===== src/rtl/router_fsm.sv =====
// Router control FSM: decodes the header address, sequences payload/parity
// loads into the addressed output FIFO and stalls while that FIFO is full.
module router_fsm (
  input  logic       clock,
  input  logic       resetn,
  input  logic       pkt_valid,
  input  logic [1:0] data_in,
  input  logic       fifo_full,
  input  logic       fifo_empty_0,
  input  logic       fifo_empty_1,
  input  logic       fifo_empty_2,
  input  logic       soft_reset_0,
  input  logic       soft_reset_1,
  input  logic       soft_reset_2,
  input  logic       parity_done,
  input  logic       low_packet_valid,
  output logic       detect_add,
  output logic       lfd_state,
  output logic       ld_state,
  output logic       laf_state,
  output logic       full_state,
  output logic       write_enb_reg,
  output logic       rst_int_reg,
  output logic       busy
);

  typedef enum logic [2:0] {
    DECODE_ADDRESS,
    LOAD_FIRST_DATA,
    LOAD_DATA,
    FIFO_FULL_STATE,
    LOAD_AFTER_FULL,
    LOAD_PARITY,
    CHECK_PARITY_ERROR,
    WAIT_TILL_EMPTY
  } state_t;

  state_t     state, next_state;
  logic [1:0] addr_reg;
  logic       hdr_empty;
  logic       addr_empty;
  logic       addr_soft_reset;

  always_ff @(posedge clock or negedge resetn) begin
    if (!resetn) begin
      state    <= DECODE_ADDRESS;
      addr_reg <= 2'b11;
    end else begin
      state <= next_state;
      if (state == DECODE_ADDRESS && pkt_valid)
        addr_reg <= data_in;
    end
  end

  // Address 3 selects no FIFO: it is never empty and never soft-reset.
  always_comb begin
    hdr_empty = 1'b0;
    case (data_in)
      2'd0:    hdr_empty = fifo_empty_0;
      2'd1:    hdr_empty = fifo_empty_1;
      2'd2:    hdr_empty = fifo_empty_2;
      default: hdr_empty = 1'b0;
    endcase
  end

  always_comb begin
    addr_empty      = 1'b0;
    addr_soft_reset = 1'b0;
    case (addr_reg)
      2'd0:    begin addr_empty = fifo_empty_0; addr_soft_reset = soft_reset_0; end
      2'd1:    begin addr_empty = fifo_empty_1; addr_soft_reset = soft_reset_1; end
      2'd2:    begin addr_empty = fifo_empty_2; addr_soft_reset = soft_reset_2; end
      default: begin addr_empty = 1'b0;         addr_soft_reset = 1'b0;         end
    endcase
  end

  always_comb begin
    next_state = state;
    case (state)
      DECODE_ADDRESS:
        if (pkt_valid && data_in != 2'b11)
          next_state = hdr_empty ? LOAD_FIRST_DATA : WAIT_TILL_EMPTY;
      LOAD_FIRST_DATA:
        next_state = LOAD_DATA;
      LOAD_DATA:
        if (fifo_full)       next_state = FIFO_FULL_STATE;
        else if (!pkt_valid) next_state = LOAD_PARITY;
      FIFO_FULL_STATE:
        if (!fifo_full) next_state = LOAD_AFTER_FULL;
      LOAD_AFTER_FULL:
        if (parity_done)           next_state = DECODE_ADDRESS;
        else if (low_packet_valid) next_state = LOAD_PARITY;
        else                       next_state = LOAD_DATA;
      LOAD_PARITY:
        next_state = CHECK_PARITY_ERROR;
      CHECK_PARITY_ERROR:
        next_state = fifo_full ? FIFO_FULL_STATE : DECODE_ADDRESS;
      WAIT_TILL_EMPTY:
        if (addr_reg == 2'b11) next_state = DECODE_ADDRESS;
        else if (addr_empty)   next_state = LOAD_FIRST_DATA;
      default:
        next_state = DECODE_ADDRESS;
    endcase
    if (addr_soft_reset)
      next_state = DECODE_ADDRESS;
  end

  always_comb begin
    detect_add    = (state == DECODE_ADDRESS);
    lfd_state     = (state == LOAD_FIRST_DATA);
    ld_state      = (state == LOAD_DATA);
    laf_state     = (state == LOAD_AFTER_FULL);
    full_state    = (state == FIFO_FULL_STATE);
    write_enb_reg = (state == LOAD_DATA) || (state == LOAD_PARITY) ||
                    (state == LOAD_AFTER_FULL);
    rst_int_reg   = (state == CHECK_PARITY_ERROR);
    busy          = !((state == DECODE_ADDRESS) || (state == LOAD_DATA));
  end

endmodule


===== config.mk =====
export PLATFORM = sky130hd
export DESIGN_NAME = router_fsm
export DESIGN_NICKNAME = d
export VERILOG_FILES = /design/src/rtl/router_fsm.sv
export SDC_FILE = /design/constraint.sdc
export NUM_CORES = 1
export LEC_CHECK = 0
export ABC_AREA = 1
export BUFFER_PORTS_ARGS = -buffer_cell sky130_fd_sc_hd__buf_2
export CAP_MARGIN = 25
export CORE_AREA = 2 2 39 41
export DETAILED_ROUTE_END_ITERATION = 8
export DIE_AREA = 0 0 41 43
export GPL_TIMING_DRIVEN = 1
export PLACE_DENSITY = 0.72
export SKIP_LAST_GASP = 1
export SLEW_MARGIN = 15
export SYNTH_ARGS = -nofsm -noshare
export SYNTH_HDL_FRONTEND = slang
export SYNTH_SLANG_ARGS = --single-unit

===== constraint.sdc =====
create_clock -name clock -period 1.8 [get_ports clock]
set_clock_uncertainty 0.1 [all_clocks]
set_input_delay 0.54 -clock clock [delete_from_list [all_inputs] [get_ports clock]]
set_output_delay 0.54 -clock clock [all_outputs]
set_load 0.1 [all_outputs]

==> metrics.yaml, run 1 <==
outcome: "finished, violations left"
violations: "setup timing"
fp.coreArea_sq_um: 1380
critPathKind: "reg2out"
grt_setup_unrepaired: "yes"
clk_latency_ns: 0.24
cp_max_fo: 6
cts_root_buffer: "clkbuf_4"
fillers: 101
crit_buf_inv: 3
synth_cell_types: 21
netlist_instances: 97
cts.sinks: 5
crit_slowest_cell: "dfrtp_2"
antenna_cells: 0
crit_path_cell_trace: "buf_6 -> nor2_4 -> nand2_4 -> nand2_2 -> inv_2 -> buf_12"
layout_setup_ws_ns: -0.134
setup_viol: 8
hp-class: "reg2reg"
post-route-period-util: 1.07
gp_congestion: 0.870
grt_pass1_vias: 712
hold_viol: 0
gr-total-overflow: 0
cp_num_cells: 6
num_io_pins: 22
port_buffers: 21
pre_cts_slack_ns: 0.0539
r2r_cells: 10
drt-pass1-iter-count: 4
rows: 14
drive_above_1_share: 0.496
syn_nets: 111
holdPathStages: 2
synth_area_leader_cell: "nand2_1"
die_h_um: 43
cp.arrival_ns: 1.29
required_ns: 1.16
fin_crit_ns: 1.93
synth_top_area_frac: 0.162
clkTransAtPathRegs_ns: 0.04
numCtsBuffers: 3
largest_reg_flops: 3
clockBufferDepth: 2
dp_cells: 137
wl_mm: 1.70
synth_warnings: 0
num_vias: 760
max_cap_viol_count: 0
avgRoutedWirePerCell_um: 11.4
nets: 148
ctsHtreeMaxLevel: 1
dp_hpwl_mm: 1.26
grt_max_degree: 10
ys_ff_latch: 5
floorplan.initialDensity: 0.435
dieWidth_um: 41
path_delay_family: "flip-flops"
synth_area_leaders: "nand2_1, dfrtp_1, nand3_1"
viasPerCell: 5.10
maxSlewHeadroom: 0.857
syn_to_final_growth_pct: 70.9
start_kind: "flip-flop"
netlist_area_sq_um: 602
placement.cell_area_sq_um: 903
grt_use_total: 0.214
whs_ns: 0.429
finalNonFillerCells: 149
fmax_mhz: 517
worstMarginPinSlew_ns: 0.213
drc_errors: 0
slowest_delay_ns: 0.46
crit_path_end_kind: "primary output"
avgSynthCellArea_sq_um: 6.20
slew_violations: 0
dieArea_sq_um: 1760
yosysSeqAreaShare: 0.212
antenna_left: 0
fin_area_sq_um: 1030
grt_first_pass_wirelength_mm: 2.63
drt_iter0_drc: 21
cts_tree: "yes"
antenna_found_initial: 0
cells in the final DEF (no fill, tap or decap), types with 2 or more instances in the layout:
master      count
inv_2           3
nand3_1        14
clkinvlp_4      2
nor3_4          2
inv_4           3
buf_4          10
nand2_4         2
nand2_2         4
nor2_2          4
nor2_4          3
dfrtp_1         2
dfstp_2         2
inv_1          10
nor2_1          6
a21oi_1         2
nand4_1         4
o21ai_0         2
clkbuf_4        3
buf_6           2
nand2_1        23
buf_12          9
buf_2          13
layer usage:
layer | part of all wire | vias up | global-route usage
met5 | 0 | - | 0
met1 | 0.38 | 348 | 0.235
met4 | 0.0053 | 0 | 0.0467
li1 | - | 379 | -
met3 | 0.062 | 2 | 0.0733
met2 | 0.56 | 31 | 0.372
per-stage QoR:
| step | setup TNS, ns | utilization |
|---|---|---|
| after global placement | 0 | 0.653 |
| final | -0.764 | 0.743 |
| after CTS | -0.760 | 0.710 |
| after detailed placement | 0 | 0.653 |
| after floorplan | -0.807 | - |
| after global routing | -1.16 | 0.743 |
cells in the mapped netlist (all sizes together):
master  instances
dfrtp           3
nor2           13
nand3          15
dfstp           2
buf             3
nand2          29
o21ai           4
a21oi           3
nand3b          1
nand4           4
nor3            2
inv            18
timing repair:
action	4_1_cts	5_1_grt
hold endpoints to repair	0	3
pin swaps	4	5
endpoints found under the setup margin	8	8
buffers inserted	5	2
hold buffers	0	1
resized for setup	6	4
cells by family (layout without fill, tap and decap cells):
family / Yosys count / count (layout) / synth area share
compound gates: 7 / 7 / 0.0769
buf+inv: 21 / 57 / 0.173
flops: 5 / 5 / 0.212
simple gates: 64 / 64 / 0.538
final cells by class:
cell class | count | area [sq um] | share of cell area
timing repair buffer | 35 | 353 | 0.343
inverter | 18 | 82.6 | 0.0803
multi-input combinational | 71 | 418 | 0.406
sequential | 5 | 129 | 0.125
clock buffer | 4 | 26.3 | 0.0255
tap | 16 | 20.0 | 0.0195
worst paths after layout:
path	from	endpoint	slack, ns
max	state[0]	busy	-0.13
min	addr_reg[0]	addr_reg[0]	0.43
max in group asynchronous	resetn	addr_reg[1]	0.86
max reg2reg	state[0]	state[0]	0.23
min reg2reg	addr_reg[0]	addr_reg[0]	0.43
min in group asynchronous	resetn	state[0]	0.53
worst min-delay path, cell delays in order, from the launching register on:
cell and delay, ns:
dfstp_2 0.39, nand2_1 0.06, o21ai_0 0.07
Power of run 1 is not shown: default switching activity piles up to over one toggle a cycle in this logic, so the estimate is an artifact.
==> run 2, diff against run 1 <==
- CELL_PAD_IN_SITES_DETAIL_PLACEMENT: unset -> 0
- CELL_PAD_IN_SITES_GLOBAL_PLACEMENT: unset -> 1
- CORE_AREA: 2 2 39 41 -> unset
- CORE_ASPECT_RATIO: unset -> 0.75
- CORE_MARGIN: unset -> 2
- CORE_UTILIZATION: unset -> 31
- DIE_AREA: 0 0 41 43 -> unset
- PLACE_DENSITY: 0.72 -> 0.74
==> run 2 against run 1 <==
  * The flow still finishes with violations (setup timing)
  * Setup slack better by 0.023 ns
  * Die area up 31%
  * First-iteration DRC count down 9.5%
  * Final cell count up 4.7%
  * Global-route usage down 4.2 points
  * Critical path type unchanged
  * Critical endpoint unchanged
  * Utilization down 17 points
==> metrics.yaml, run 2 (synthesis gave the netlist of run 1 again) <==
gp_congestion: 0.795  # -8.6%
dieArea_sq_um: 2310  # +31%
cts_root_buffer: "clkbuf_4"
slew_violations: 0  # unchanged
post-route-period-util: 1.06  # -0.0128
largest_reg_flops: 3  # unchanged
fp.coreArea_sq_um: 1770  # +28%
ctsHtreeMaxLevel: 1  # unchanged
drc_errors: 0  # unchanged
cts.sinks: 5  # unchanged
grt_max_degree: 8  # -2
holdPathStages: 2  # unchanged
final_cell_mix: "nand2_1, nand3_1, buf_2, buf_4, inv_1"
drive_above_1_share: 0.493  # -0.00370
cp.arrival_ns: 1.27  # -0.02 ns
floorplan.initialDensity: 0.339  # -0.0955
r2r_start: "state[1]"
dp_cells: 145  # +5.8%
numCtsBuffers: 3  # unchanged
pre_cts_slack_ns: 0.0929  # +0.0390 ns
max_cap_viol_count: 0  # unchanged
rows: 13  # -1
drt-pass1-iter-count: 4  # unchanged
required_ns: 1.16  # about the same
min_to: "addr_reg[1]"
final_common_cell: "nand2_1"
outcome: "finished, violations left"
nets: 149  # +0.68%
hold_viol: 0  # unchanged
cp_max_fo: 5  # -1
fin_crit_ns: 1.91  # -0.0231 ns
grt_pass1_vias: 643  # -9.7%
syn_to_final_growth_pct: 67.8
cts_tree: "yes"
violations: "setup timing"
layout_setup_ws_ns: -0.111  # +0.0231 ns
viasPerCell: 4.77  # -6.5%
critPathKind: "reg2out"
clockBufferDepth: 2  # unchanged
fmax_mhz: 523  # +1.2%
num_io_pins: 22  # unchanged
start_kind: "flip-flop"
crit_path_end_kind: "primary output"
finalNonFillerCells: 156  # +4.7%
worstMarginPinSlew_ns: 0.205  # -0.00804 ns
multiInputGateArea_sq_um: 400  # -4.2%
wl_mm: 1.65  # -3.1%
avgRoutedWirePerCell_um: 10.6  # -7.5%
setup_viol: 8  # unchanged
dp_hpwl_mm: 1.30  # +3.8%
antenna_left: 0  # unchanged
port_buffers: 21  # unchanged
dieWidth_um: 54.9  # +34%
drt_iter0_drc: 19  # -9.5%
hp-class: "reg2reg"
r2r-end: "state[2]"
num_vias: 744  # -2.1%
r2r_setup_slack_ns: 0.27  # +0.04 ns
fillers: 165  # +63%
grt_first_pass_wirelength_mm: 2.86  # +8.9%
antenna_cells: 0  # unchanged
clk_latency_ns: 0.24  # about the same
gr-total-overflow: 0  # unchanged
antenna_found_initial: 0  # unchanged
clkTransAtPathRegs_ns: 0.04  # about the same
min_from: "addr_reg[1]"
grt_setup_unrepaired: "yes"
r2r_cells: 11  # +1
die_h_um: 42.2  # -2.0%
grt_use_total: 0.172  # -0.0424
seq_area_sq_um: 128  # -0.97%
maxSlewHeadroom: 0.863  # +0.00548
tns_ns: -0.668  # +0.0953 ns
-- run 2: metal layers --
layer  GRT usage  vias to the layer above  part of all wire
li1            -                      379                 -
met1       0.249                      332              0.45
met2       0.226                       29              0.45
met3      0.0500                        4             0.078
met4      0.0800                        0             0.019
met5           0                        -                 0
-- run 2: worst max path at each step --
stage                  start            end  depth (start not counted)
floorplan           state[2]  write_enb_reg                          3
CTS                 state[1]  write_enb_reg                          5
finish              state[1]           busy                          6
global route        state[1]  write_enb_reg                          5
detailed placement  state[0]           busy                          6
global placement    state[0]           busy                          5
-- run 2: cell type report --
class                   count  area share
repair buffers             36       0.344
flip-flops and latches      5       0.126
well taps                  22      0.0273
clock buffers               4      0.0260
inverters                  18      0.0793
multi-input cells          71       0.397
-- run 2: per-stage QoR --
stage	instance area (sq um)	util	hold slack [ns]
floorplan	634	-	0.144
global placement	913	0.515	0.253
detailed placement	913	0.515	0.254
CTS	1000	0.565	0.437
global route	1010	0.570	0.477
finish	1010	0.570	0.437
-- run 2: critical path, stage by stage, from the launching register on --
cell	delay (ns)
dfrtp_1	0.41
buf_6	0.15
nor2_4	0.14
nand2_4	0.07
nand2_2	0.06
inv_2	0.05
buf_12	0.16
-- run 2: repair_timing --
item | in CTS | in global routing
pin swaps | 4 | 3
hold buffers | 1 | 0
endpoints found under the setup margin | 8 | 8
hold endpoints to repair | 1 | 0
setup buffers | 5 | 1
gates resized for setup | 5 | 0
Power of run 2 is left out for the same reason.
==> run 3, diff against run 2 <==
- CORE_MARGIN: 2 -> unset
- SLEW_MARGIN: 15 -> unset
==> run 3 against run 2 <==
  * The run still ends with setup timing left
  * Worst hold slack got worse by 0.43 ns
  * Flip-flop and latch count unchanged
  * Critical path depth decreased by 3
  * Global-route usage increased by 0.51 points
  * First-iteration DRC count increased by 74%
  * Sequential share of layout area decreased by 0.46 points
  * Register-to-register slack improved by 0.02 ns
  * Final cell count increased by 1.3%
  * Wire length increased by 3.5%
  * Via count decreased by 3.0%
  * Utilization increased by 2.8 points
==> metrics.yaml, run 3 (synthesis gave the netlist of run 1 again) <==
outcome: "finished, violations left"
violations: "setup timing"
antenna_cells: 0  # unchanged
cts_root_buffer: "clkbuf_4"
post-route-period-util: 1.06  # -0.00468
grt_use_total: 0.177  # +0.00514
hold_viol: 0  # unchanged
num_vias: 722  # -3.0%
numCtsBuffers: 3  # unchanged
cts.sinks: 5  # unchanged
ctsHtreeMaxLevel: 1  # unchanged
multiInputGateArea_sq_um: 423  # +5.6%
port_buffers: 21  # unchanged
num_io_pins: 22  # unchanged
grt_first_pass_wirelength_mm: 2.60  # -9.2%
cp.arrival_ns: 1.26  # about the same
fin_crit_ns: 1.90  # -0.00842 ns
nets: 151  # +1.3%
final_common_cell: "nand2_1"
wl_mm: 1.71  # +3.5%
fp.coreArea_sq_um: 1770  # unchanged
antenna_left: 0  # unchanged
cp_max_fo: 3  # -2
viasPerCell: 4.57  # -4.2%
dieArea_sq_um: 2120  # -8.2%
drt-pass1-iter-count: 4  # unchanged
r2r-end: "state[2]"
die_h_um: 40.2  # -4.7%
grt_setup_unrepaired: "yes"
holdBufCountCts: 0  # -1
antenna_found_initial: 0  # unchanged
final_util: 0.597  # +0.0275
fillers: 166  # +0.61%
avgRoutedWirePerCell_um: 10.8  # +2.2%
gp_congestion: 0.781  # -1.7%
drt_iter0_drc: 33  # +14
max_cap_viol_count: 0  # unchanged
cts_tree: "yes"
maxSlewHeadroom: 0.859  # -0.00366
dp_hpwl_mm: 1.30  # -0.19%
crit_path_cell_trace: "buf_6 -> nor3_4 -> buf_12"
seq_area_sq_um: 129  # +0.98%
crit_path_end_kind: "primary output"
slew_violations: 0  # unchanged
drc_errors: 0  # unchanged
worstMarginPinSlew_ns: 0.210  # +0.00511 ns
largest_reg_flops: 3  # unchanged
fmax_mhz: 526  # +0.44%
clkTransAtPathRegs_ns: 0.04  # about the same
rows: 13  # unchanged
dieWidth_um: 52.9  # -3.6%
grt_pass1_vias: 621  # -3.4%
crit_slowest_cell: "dfrtp_2"
clk_latency_ns: 0.23  # about the same
clockBufferDepth: 2  # unchanged
r2r_cells: 9  # -2
floorplan.initialDensity: 0.339  # unchanged
gr-total-overflow: 0  # unchanged
r2r_start: "state[0]"
setup_viol: 8  # unchanged
syn_to_final_growth_pct: 75.9
layout_setup_ws_ns: -0.103  # +0.00842 ns
hp-class: "in2async"
final_cell_mix: "nand2_1, nand3_1, buf_2, buf_4, inv_1"
grt_max_degree: 8  # unchanged
r2r_setup_slack_ns: 0.29  # +0.02 ns
slowest_delay_ns: 0.44  # +0.03 ns
start_kind: "flip-flop"
drive_above_1_share: 0.515  # +0.0222
required_ns: 1.16  # about the same
critPathKind: "reg2out"
## run 3: repair_timing
action | CTS | global route
gates resized for setup | 9 | 5
setup endpoints to repair | 8 | 8
gates cloned | 0 | 0
pin swaps | 6 | 3
setup buffers | 6 | 3
## run 3: how the worst max path moves through the flow
stage	to	from	cells after the start	slack (ns)
2_1_floorplan	write_enb_reg	state[2]	3	-0.28
5_1_grt	laf_state	state[0]	3	-0.15
3_5_place_dp	busy	state[1]	6	0.12
6_report	laf_state	state[0]	3	-0.10
4_1_cts	busy	state[0]	6	-0.11
3_3_place_gp	busy	state[1]	6	0.12
## run 3: layout make-up
| class | count | area share |
|---|---|---|
| Tap cell | 22 | 0.0260 |
| Clock buffer | 4 | 0.0248 |
| Inverter | 18 | 0.0804 |
| Timing Repair Buffer | 38 | 0.348 |
| Multi-Input combinational cell | 71 | 0.400 |
| Sequential cell | 5 | 0.122 |
## run 3: worst max-delay path: cells and delay by family (launching register included)
| family | cells | cell delay (ns) |
|---|---|---|
| flops | 1 | 0.44 |
| buf+inv | 2 | 0.35 |
| simple gates | 1 | 0.24 |
## run 3: layer usage
layer  vias to the layer above  global-route usage  share of wire
li1                        385                   -              -
met1                       303               0.239           0.45
met2                        32               0.297           0.46
met3                         2              0.0114          0.082
met4                         0              0.0724         0.0076
met5                         -                   0              0
## run 3: through the flow
step                cell area [sq um]  hold WS (ns)  std cells  worst slack, ns  TNS [ns]
floorplan                         634         0.144         97           -0.282    -0.807
global placement                  913         0.255        145            0.118         0
detailed placement                913         0.258        145            0.117         0
CTS                              1010       0.00425        155           -0.112    -0.624
global route                     1060       0.00881        158           -0.147    -0.930
finish                           1060       0.00841        158           -0.103    -0.555
Power of run 3 is left out for the same reason.
